`config.mk`:
```
export PLATFORM = sky130hd
export DESIGN_NAME = flash_reader
export DESIGN_NICKNAME = d
export VERILOG_FILES = /design/src/rtl/flash_pkg.sv /design/src/rtl/flash_reader.sv
export SDC_FILE = /design/constraint.sdc
export NUM_CORES = 1
export LEC_CHECK = 0
export ABC_AREA = 1
export BUFFER_PORTS_ARGS = -buffer_cell sky130_fd_sc_hd__buf_4
export CAP_MARGIN = 20
export CORE_ASPECT_RATIO = 2
export CORE_MARGIN = 2
export CORE_UTILIZATION = 35
export DETAILED_ROUTE_END_ITERATION = 6
export PLACE_DENSITY = 0.68
export SYNTH_ARGS = -nofsm -noshare
export SYNTH_HDL_FRONTEND = slang
export SYNTH_SLANG_ARGS = --single-unit
```
`constraint.sdc`:
```
create_clock -name iclk -period 1.5 [get_ports iclk]
set_clock_uncertainty 0.15 [all_clocks]
set_input_delay 0 -clock iclk [delete_from_list [all_inputs] [get_ports iclk]]
set_output_delay 0 -clock iclk [all_outputs]
set_load 0.1 [all_outputs]
```
`src/rtl/flash_pkg.sv`:
```
// Shared types and constants for the NOR flash word reader.
package flash_pkg;

    typedef enum logic [2:0] {
        ST_RST_HOLD = 3'd0,
        ST_RST_REC  = 3'd1,
        ST_IDLE     = 3'd2,
        ST_RD_LO    = 3'd3,
        ST_RD_HI    = 3'd4
    } fl_state_e;

    localparam int FL_ACCESS_CYCLES_DEF = 6;
    localparam int FL_PAGE_CYCLES_DEF   = 2;
    localparam int FL_RST_CYCLES_DEF    = 25;

    // Byte-lane index is the value driven on flash A0.
    localparam logic FL_LANE_LO = 1'b0;
    localparam logic FL_LANE_HI = 1'b1;

    function automatic int fl_max3(input int a, input int b, input int c);
        int m;
        m = (a > b) ? a : b;
        return (m > c) ? m : c;
    endfunction

endpackage

```
`src/rtl/flash_reader.sv`:
```
// Two-byte word reader for an 8-bit NOR flash with power-up reset sequencing.
// Optional FL_PAGE_MODE_EN shortens the second-byte access to PAGE_CYCLES.
import flash_pkg::*;

module flash_reader #(
    parameter int ACCESS_CYCLES = FL_ACCESS_CYCLES_DEF,
    parameter int PAGE_CYCLES   = FL_PAGE_CYCLES_DEF,
    parameter int RST_CYCLES    = FL_RST_CYCLES_DEF
) (
    input  logic        iclk,
    input  logic        ireset,
    input  logic [22:0] ifl_addr,
    input  logic        ifl_req,
    output logic        ofl_ack,
    output logic [15:0] ofl_data,
    output logic        ordy,
    output logic [22:0] ofl_a,
    input  logic [7:0]  ifl_dq,
    output logic        ofl_ce_n,
    output logic        ofl_oe_n,
    output logic        ofl_we_n,
    output logic        ofl_rst_n,
    output logic        ofl_wp_n
);

    // One shared counter; sized so every phase (including page mode) fits.
    localparam int CNT_W = $clog2(fl_max3(ACCESS_CYCLES, RST_CYCLES, PAGE_CYCLES) + 1);
    localparam logic [CNT_W-1:0] ACC_LAST = CNT_W'(ACCESS_CYCLES - 1);
    localparam logic [CNT_W-1:0] RST_LAST = CNT_W'(RST_CYCLES - 1);
`ifdef FL_PAGE_MODE_EN
    localparam logic [CNT_W-1:0] HI_LAST  = CNT_W'(PAGE_CYCLES - 1);
`else
    localparam logic [CNT_W-1:0] HI_LAST  = CNT_W'(ACCESS_CYCLES - 1);
`endif

    fl_state_e        state_q;
    logic [CNT_W-1:0] cnt_q;
    logic [7:0]       lo_q;
    logic [15:0]      data_q;
    logic             ack_q;
    logic [22:0]      a_q;
    logic             ce_n_q;
    logic             oe_n_q;
    logic             rst_n_q;
    logic             rdy_q;
    logic             unused_addr_lsb_s;

    assign unused_addr_lsb_s = ifl_addr[0];

    // Reset sequencing and word-read FSM with registered pin/handshake outputs.
    always_ff @(posedge iclk) begin
        if (ireset) begin
            state_q <= ST_RST_HOLD;
            cnt_q   <= '0;
            lo_q    <= 8'h00;
            data_q  <= 16'h0000;
            ack_q   <= 1'b0;
            a_q     <= 23'h000000;
            ce_n_q  <= 1'b1;
            oe_n_q  <= 1'b1;
            rst_n_q <= 1'b0;
            rdy_q   <= 1'b0;
        end else begin
            case (state_q)
                ST_RST_HOLD: begin
                    if (cnt_q == RST_LAST) begin
                        cnt_q   <= '0;
                        rst_n_q <= 1'b1;
                        state_q <= ST_RST_REC;
                    end else begin
                        cnt_q <= cnt_q + CNT_W'(1);
                    end
                end
                ST_RST_REC: begin
                    if (cnt_q == RST_LAST) begin
                        cnt_q   <= '0;
                        rdy_q   <= 1'b1;
                        state_q <= ST_IDLE;
                    end else begin
                        cnt_q <= cnt_q + CNT_W'(1);
                    end
                end
                ST_IDLE: begin
                    if (ifl_req != ack_q) begin
                        a_q     <= {ifl_addr[22:1], FL_LANE_LO};
                        ce_n_q  <= 1'b0;
                        oe_n_q  <= 1'b0;
                        cnt_q   <= '0;
                        state_q <= ST_RD_LO;
                    end
                end
                ST_RD_LO: begin
                    if (cnt_q == ACC_LAST) begin
                        lo_q    <= ifl_dq;
                        a_q[0]  <= FL_LANE_HI;
                        cnt_q   <= '0;
                        state_q <= ST_RD_HI;
                    end else begin
                        cnt_q <= cnt_q + CNT_W'(1);
                    end
                end
                ST_RD_HI: begin
                    // Ack mirrors the live req level, so extra toggles collapse into this access.
                    if (cnt_q == HI_LAST) begin
                        data_q  <= {ifl_dq, lo_q};
                        ack_q   <= ifl_req;
                        ce_n_q  <= 1'b1;
                        oe_n_q  <= 1'b1;
                        cnt_q   <= '0;
                        state_q <= ST_IDLE;
                    end else begin
                        cnt_q <= cnt_q + CNT_W'(1);
                    end
                end
                default: begin
                    state_q <= ST_RST_HOLD;
                    cnt_q   <= '0;
                    ce_n_q  <= 1'b1;
                    oe_n_q  <= 1'b1;
                    rst_n_q <= 1'b0;
                    rdy_q   <= 1'b0;
                end
            endcase
        end
    end

    assign ofl_ack   = ack_q;
    assign ofl_data  = data_q;
    assign ordy      = rdy_q;
    assign ofl_a     = a_q;
    assign ofl_ce_n  = ce_n_q;
    assign ofl_oe_n  = oe_n_q;
    assign ofl_rst_n = rst_n_q;
    assign ofl_we_n  = 1'b1;
    assign ofl_wp_n  = 1'b0;

endmodule

```
==> summary.md, run 1 <==
| Metric | Value |
|---|---|
| Crit path time final | `1480 ps` |
| Static Leak | `1.89 nW` |
| Setup violators final | `0` |
| Clock buffer count from CTS | `9` |
| Synth Flop Type | `dfxtp_1` |
| CTS sink count | `59` |
| Crit path DAT | `1540 ps` |
| Total GRT Usage | `17.7%` |
| Synthesis-stage register bit count | `59` |
| Status | `finished clean` |
| Clk Latency, worst-skew pair | `330 ps` |
| Post-synth top area cell | `dfxtp_1` |
| Sequential area share after synthesis | `49.1%` |
| Crit Path Category | `reg2reg` |
| Fin crit share | `98.9%` |
| Power Total | `4.54 mW` |
| Drt drc | `0` |
| Gr busiest metal | `met2` |
| Sequential cell area | `1200 sq um` |
| Drt wl/cell | `13.2 microns` |
| CP Buf/Inv Count | `4` |
| Area growth, synth to finish | `70.3%` |
| First-pass GRT wire length | `10,500 microns` |
| Share of layout cells above drive strength 1 | `42.3%` |
| Largest cells by area after synthesis | `dfxtp_1 49%, o21ai_0 10%, nor2_1 8.0%, a21oi_1 4.8%, nand2_1 4.1%` |
| Req. time, crit path | `1560 ps` |
| Drt pass-1 iters | `4` |
| Critical Path Source Type | `flip-flop` |
| Detailed placer's ending HPWL | `4380 microns` |
| Maxcap violations | `0` |
| Initial antenna violation count | `0` |
| Vias per cell | `4.64` |
| Top cells by count, synth | `59 x dfxtp_1, 51 x nor2_1, 49 x o21ai_0, 26 x nand2_1, 23 x a21oi_1` |
| Crit path top cell by count | `buf_6` |
| Die ar. | `7600 sq um` |
| Yosys top cell area share | `49.1%` |
| Final nets | `476` |
| GR Util met2 | `32.7%` |
| Initial DRC Count | `68` |
| CTS H-tree depth | `3` |
| Root Buffer | `clkbuf_16` |
| Async set-reset flop share out of synthesis | `0%` |
| Worst stage delay on the critical path | `330 ps` |
| Power Dens Cells | `1110 nW/um^2` |
| Post-synthesis cell count | `302` |
| Max VDD drop | `0.950 mV` |
| Largest net degree at the start of global routing | `29` |
| Multi-input logic area | `1130 sq um` |
| Drt total wl | `7000 microns` |
| Reg clk slew, reported paths | `50 ps` |
| Met1 usage | `17.1%` |
| Pins Over Slew Limit | `0` |
| Mean area per synthesized cell | `7.97 sq um` |
| Number of synthesized flops with an enable pin | `0` |
| ANT cells | `0` |
| CP top delay family | `buffers and inverters` |
| Yosys warning count | `0` |
| Met3 usage | `3.71%` |
| Starting Density | `36.4%` |
| Die Height | `121 microns` |
| Count leader, synth | `dfxtp_1` |
| # rows | `42` |
| Library cells used by synthesis | `27` |
| Setup TNS | `0 ps` |
| Vias | `2,467` |
| CP cell instances | `inv_4, ha_4, nand3_4, nor2_4, buf_6, clkbuf_16, buf_6, a21oi_2` |
| Worst setup EP type | `flip-flop` |
| Post-Syn Area | `2410 sq um` |
| Fmax achieved | `0.674 GHz` |
| Core area | `6620 sq um` |
| RSZ-0062 raised after global routing | `yes` |
| Die Width | `62.6 microns` |
| Fillcell total | `578` |
| Slowest CP cell | `dfxtp_2` |
| Number of hold violations in the final report | `0` |
| # IOs | `80` |
| Vias in the first global route | `2,356` |
| Routability cong. | `0.847` |
| Gr ovfl total | `0` |
| CTS tree | `built` |
| Post-synth net total | `339` |
| Port Buffers | `76` |
| Hold crit path type | `in2reg` |
| Antenna viol nets, final | `0` |
| Crit Path Max Fanout | `5` |
| CTS Buffer Depth | `2` |
## cells by family after synthesis
group | count (synthesis) | synth area share [%]
AND/OR/NAND/NOR | 119 | 23.5
AO/OA/AOI/OAI | 75 | 15.8
flip-flops | 59 | 49.1
adder cells (fa/ha/maj) | 3 | 1.56
other | 2 | 0.312
buffers and inverters | 43 | 9.36
XOR/XNOR | 1 | 0.364
## sequential cells by signal, indices dropped and copies added (netlist names)
signal / flops
cnt_q: 5
ofl_oe_n: 1
ofl_ack: 1
ofl_data: 16
state_q: 3
lo_q: 8
ordy: 1
ofl_rst_n: 1
ofl_a: 23
## layout make-up
cell class / count / area share (%)
Clock buffer: 13 / 6.59
Clock inverter: 3 / 0.519
Inverter: 25 / 2.59
Multi-Input combinational cell: 200 / 27.5
Sequential cell: 59 / 29.3
Tap cell: 88 / 2.69
Timing Repair Buffer: 144 / 30.9
## power by group
| part | internal (mW) | leakage (nW) | switching [mW] | total, mW |
|---|---|---|---|---|
| Sequential | 1.63 | 0.481 | 0.0517 | 1.68 |
| Clock | 1.25 | 0.142 | 0.680 | 1.93 |
| Combinational | 0.318 | 1.27 | 0.612 | 0.930 |
## worst reg2reg max path, delay by kind of cell (launching register included)
| family | cells | cell delay (ps) |
|---|---|---|
| simple gates | 2 | 300 |
| buf+inv | 4 | 410 |
| flops | 1 | 330 |
| compound gates | 1 | 40 |
| fa+ha+maj | 1 | 140 |
## layer usage
metal  wire [microns]  vias up
met1             2570     1144
met4              214        0
met3              225       13
li1                 -     1245
met5                0        -
met2             3990       65
## per-stage QoR
step / util [%] / setup slack, ps / instance area [sq um] / hold WS (ps) / instances
2_1_floorplan: - / 2.67 / 2420 / -80.9 / 302
3_3_place_gp: 47.6 / -2.20 / 3150 / 70.7 / 469
3_5_place_dp: 47.6 / -67.5 / 3150 / 75.5 / 469
4_1_cts: 57.3 / 2.28 / 3800 / 277 / 519
5_1_grt: 61.9 / -65.2 / 4100 / 305 / 532
6_report: 61.9 / 16.5 / 4100 / 281 / 532
## what timing repair did
action                                 CTS  global route
hold buffers                            32             0
gates resized for setup                  2            60
setup endpoints to repair               17            55
gates cloned                             0             2
endpoints found under the hold margin   44             0
pin swaps                                1            19
buffers inserted                         2            11
## path summary, 6_finish.rpt
kind,startpoint,endpoint,slack (ps),depth (start not counted)
worst max-delay path,cnt_q[1],ofl_data[14],20,8
worst min register to register,ofl_rst_n,ofl_rst_n,320,1
worst min-delay path,ireset,state_q[0],280,3
worst max register to register,cnt_q[1],ofl_data[14],20,8
## placed cells by master, fill, tap and decap left out, types with 2 or more instances in the layout
master / count
buf_4: 102
dfxtp_1: 50
nor2_1: 44
o21ai_0: 41
dlygate4sd3_1: 32
nand2_1: 22
inv_1: 20
a21oi_1: 20
nor2_2: 18
clkbuf_16: 11
nand3_1: 8
nor3_1: 7
o21ai_2: 6
dfxtp_2: 6
nand2_2: 5
nor2_4: 5
buf_12: 4
inv_4: 3
nand4_1: 3
a21oi_2: 3
o21ai_1: 3
clkbuf_8: 3
dfxtp_4: 3
buf_6: 3
nand3_2: 2
nand2_4: 2
ha_4: 2
conb_1: 2
Power figures use the tool's default switching activity.
==> inputs of run 2 (changes only) <==
- CORE_MARGIN: 2 -> default
- PLACE_DENSITY: 0.68 -> 0.66
- clock period: 1.5 -> 1.6 ns (I/O delays scaled with it)
==> summary.md, run 2 (synthesis results as in run 1) <==
| Metric | Value |
|---|---|
| Most common cell after layout, fill and taps aside | `buf_4` |
| Hold crit path type | `in2reg` |
| Hold path depth | `3` |
| Crit Path Category | `reg2reg` |
| GR Util met2 | `32.3%` |
| Reg clk slew, reported paths | `50 ps` |
| Vias in the first global route | `2,268` |
| Maxcap violations | `0` |
| Setup TNS | `0 ps` |
| Reg2reg end | `lo_q[5]` |
| Reg2reg setup slack | `120 ps` |
| Largest register FFs | `23` |
| Worst setup EP type | `flip-flop` |
| Starting Density | `36.4%` |
| Core area | `6620 sq um` |
| Crit path time final | `1480 ps` |
| Gr ovfl total | `0` |
| Worst stage delay on the critical path | `310 ps` |
| Vias per cell | `4.65` |
| RSZ-0062 raised after global routing | `no` |
| Root Buffer | `clkbuf_16` |
| Number of hold violations in the final report | `0` |
| Drt drc | `0` |
| RR Startpoint | `cnt_q[1]` |
| Hold path startpoint | `ireset` |
| # rows | `42` |
| Fmax achieved | `0.676 GHz` |
| # IOs | `80` |
| Initial DRC Count | `76` |
| Die ar. | `7230 sq um` |
| Setup violators final | `0` |
| Die Width | `60.6 microns` |
| CP cell instances | `inv_1, ha_2, nand3_4, nor2_2, buf_4, a21oi_1` |
| Detailed placer's ending HPWL | `3970 microns` |
| CTS Buffer Depth | `2` |
| Power Dens Cells | `1190 nW/um^2` |
| Pins Over Slew Limit | `0` |
| Static Leak | `1.78 nW` |
| CTS sink count | `59` |
| Vias | `2,368` |
| Area after DPL | `3060 sq um` |
| ANT cells | `0` |
| Met3 usage | `4.56%` |
| Gr busiest metal | `met2` |
| Hold Path Sink | `state_q[0]` |
| Drt total wl | `6280 microns` |
| Req. time, crit path | `1660 ps` |
| Largest net degree at the start of global routing | `54` |
| Routability cong. | `0.900` |
| Status | `finished clean` |
| Reg2reg path depth | `6` |
| Total GRT Usage | `18.7%` |
| Final nets | `453` |
| Antenna viol nets, final | `0` |
| Max VDD drop | `1.05 mV` |
| Most frequent cells in the layout | `85 x buf_4, 56 x dfxtp_1, 51 x nor2_1` |
| Clock buffer count from CTS | `9` |
| CTS H-tree depth | `3` |
| Critical Path Source Type | `flip-flop` |
| Die Height | `119 microns` |
| Crit path DAT | `1540 ps` |
| Port Buffers | `76` |
| Slowest CP cell | `dfxtp_1` |
| Share of layout cells above drive strength 1 | `32.5%` |
| CTS tree | `built` |
| Post-Layout Inst Area | `3790 sq um` |
| Fillcell total | `602` |
| Area growth, synth to finish | `57.4%` |
| Drt pass-1 iters | `4` |
| Fin crit share | `92.4%` |
| Drt wl/cell | `12.3 microns` |
| Met1 usage | `19.5%` |
| Clk Latency, worst-skew pair | `320 ps` |
| First-pass GRT wire length | `9980 microns` |
| Initial antenna violation count | `0` |
| Crit Path Max Fanout | `7` |
==> run 2: power breakdown <==
part	internal, mW	total (mW)	switching (mW)
clock network	1.47	2.16	0.689
registers	1.53	1.57	0.0445
logic	0.247	0.786	0.539
==> run 2: how the worst max path moves through the flow <==
stage,from,end,cells after the start
finish,cnt_q[1],lo_q[5],6
floorplan,ofl_ack,ofl_a[11],8
CTS,state_q[0],lo_q[4],4
global placement,state_q[0],ofl_a[0],4
global route,cnt_q[1],ofl_data[15],7
detailed placement,state_q[0],lo_q[3],4
==> run 2: final cells by class <==
class | instances | area (sq um) | share of cell area, %
sequential | 59 | 1190 | 31.3
multi-input combinational | 201 | 1040 | 27.4
timing repair buffer | 120 | 1010 | 26.7
clock buffer | 10 | 250 | 6.61
tap | 88 | 110 | 2.91
inverter | 25 | 96.3 | 2.54
clock inverter | 6 | 95.1 | 2.51
==> run 2: timing repair <==
action	in CTS	in global routing
hold buffers	32	0
endpoints found under the hold margin	44	0
buffers inserted	0	3
setup endpoints to repair	0	30
gates resized for setup	0	11
==> run 2: layer usage <==
metal,vias to the layer above,wire length [microns]
met5,-,0
met4,0,138
met3,11,235
met2,67,3490
met1,1086,2420
li1,1204,-
==> run 2: per-stage QoR <==
| stage | setup WS [ps] | power, mW | hold WS [ps] | instances | utilization [%] |
|---|---|---|---|---|---|
| floorplan | 52.3 | 2.12 | -80.9 | 302 | - |
| global placement | 87.5 | 2.30 | 71.5 | 457 | 46.1 |
| detailed placement | 35.7 | 2.30 | 74.4 | 457 | 46.1 |
| CTS | 4.80 | 4.55 | 270 | 505 | 56.2 |
| global route | 2.90 | 4.67 | 305 | 509 | 57.2 |
| finish | 121 | 4.51 | 281 | 509 | 57.2 |
==> run 2: critical path: cells and delay by family, from the launching register on <==
kind	cells	cell delay, ps
AOI/OAI and AO/OA	1	50
adders and majority gates	1	200
buffers and inverters	2	240
DFF	1	310
and+or+nand+nor	2	420
==> inputs of run 3 (changes only) <==
- GPL_TIMING_DRIVEN: default -> 0
==> summary.md, run 3 (synthesis results as in run 1) <==
| Metric | Value |
|---|---|
| Core area | `6620 sq um` |
| # rows | `42` |
| Hold path startpoint | `ireset` |
| Area growth, synth to finish | `60.6%` |
| Worst setup EP type | `flip-flop` |
| CTS tree | `built` |
| Antenna viol nets, final | `0` |
| First-pass GRT wire length | `10,500 microns` |
| CTS Buffer Depth | `2` |
| CTS sink count | `59` |
| Most common cell after layout, fill and taps aside | `buf_4` |
| Clock buffer count from CTS | `9` |
| Die ar. | `7230 sq um` |
| CTS H-tree depth | `3` |
| Reg clk slew, reported paths | `50 ps` |
| Vias in the first global route | `2,293` |
| RR Startpoint | `state_q[2]` |
| Port Buffers | `76` |
| Drt total wl | `6670 microns` |
| Hold Worst Slack | `288 ps` |
| Critical Path Source Type | `flip-flop` |
| Largest net degree at the start of global routing | `12` |
| Setup violators final | `0` |
| Fmax achieved | `0.643 GHz` |
| Reg2reg path depth | `9` |
| ANT cells | `0` |
| Crit path time final | `1560 ps` |
| Hold path depth | `3` |
| Root Buffer | `clkbuf_16` |
| Crit path DAT | `1620 ps` |
| Detailed placer's ending HPWL | `4460 microns` |
| Share of layout cells above drive strength 1 | `36.2%` |
| Die Width | `60.6 microns` |
| Number of hold violations in the final report | `0` |
| Most frequent cells in the layout | `88 x buf_4, 54 x dfxtp_1, 49 x o21ai_0` |
| Vias per cell | `4.66` |
| Largest register FFs | `23` |
| Gr ovfl total | `0` |
| Setup slack after layout | `43.7 ps` |
| Crit Path Max Fanout | `10` |
| Pre-CTS WS | `-122 ps` |
| Req. time, crit path | `1660 ps` |
| Initial antenna violation count | `0` |
| Vias | `2,432` |
| Clk Latency, worst-skew pair | `320 ps` |
| Routability cong. | `0.894` |
| Drt drc | `0` |
| Reg2reg setup slack | `40 ps` |
| Starting Density | `36.4%` |
| Max VDD drop | `0.921 mV` |
| Pins Over Slew Limit | `0` |
| Final nets | `466` |
| Static Leak | `1.81 nW` |
| Die Height | `119 microns` |
| # IOs | `80` |
| Final core occ | `58.4%` |
| Reg2reg end | `ofl_a[19]` |
| Fin crit share | `97.3%` |
| Power Dens Cells | `1120 nW/um^2` |
| Initial DRC Count | `82` |
| Drt wl/cell | `12.8 microns` |
| Hold crit path type | `in2reg` |
| Crit Path Category | `reg2reg` |
| Drt pass-1 iters | `4` |
| Maxcap violations | `0` |
| Setup TNS | `0 ps` |
| Hold Path Sink | `state_q[2]` |
| Total GRT Usage | `19.4%` |
| Status | `finished clean` |
==> run 3: repair_timing <==
item	CTS	global route
setup endpoints to repair	12	43
resized for setup	7	28
setup buffers	0	8
hold buffers	32	0
pin swaps	0	4
hold endpoints to repair	44	0
==> run 3: where the power goes <==
group | internal (mW) | switching [mW] | total (mW)
logic | 0.269 | 0.554 | 0.822
registers | 1.53 | 0.0422 | 1.57
clock network | 1.25 | 0.680 | 1.93
==> run 3: worst max path at each step <==
stage / startpoint / to / slack, ps
detailed placement: cnt_q[1] / cnt_q[4] / -120
global placement: cnt_q[1] / cnt_q[3] / -110
finish: state_q[2] / ofl_a[19] / 40
floorplan: ofl_ack / ofl_a[11] / 50
global route: state_q[2] / state_q[2] / -40
CTS: cnt_q[1] / state_q[1] / 4
==> run 3: area by class of cell <==
cell class                      count  area, sq um
Buffer                             18          155
Clock buffer                       10          239
Clock inverter                      6         63.8
Fill cell                         598         2760
Inverter                           25          101
Multi-Input combinational cell    200         1050
Sequential cell                    59         1190
Tap cell                           88          110
Timing Repair Buffer              116          955
==> run 3: worst max-delay path, stage by stage, from the launching register on <==
cell     delay (ps)
dfxtp_4         370
inv_4            70
nand2_2          60
nor2_4          190
inv_4            70
nor2_8          160
inv_4            70
buf_8           150
nor2_1          100
nor2_1           60
==> run 3: per-layer routing <==
layer  vias to the layer above  share of wire [%]  track usage [%]
met2                        77                 56             34.1
met5                         -                  0                0
li1                       1227                  -                -
met1                      1115                 36             20.4
met3                        13                4.5             5.97
met4                         0                2.7             8.10
==> run 3: per-stage QoR <==
step | power (mW) | area [sq um] | cells
finish | 4.32 | 3860 | 522
CTS | 4.31 | 3730 | 514
global route | 4.46 | 3860 | 522
floorplan | 2.12 | 2410 | 302
detailed placement | 2.31 | 3090 | 466
global placement | 2.31 | 3090 | 466
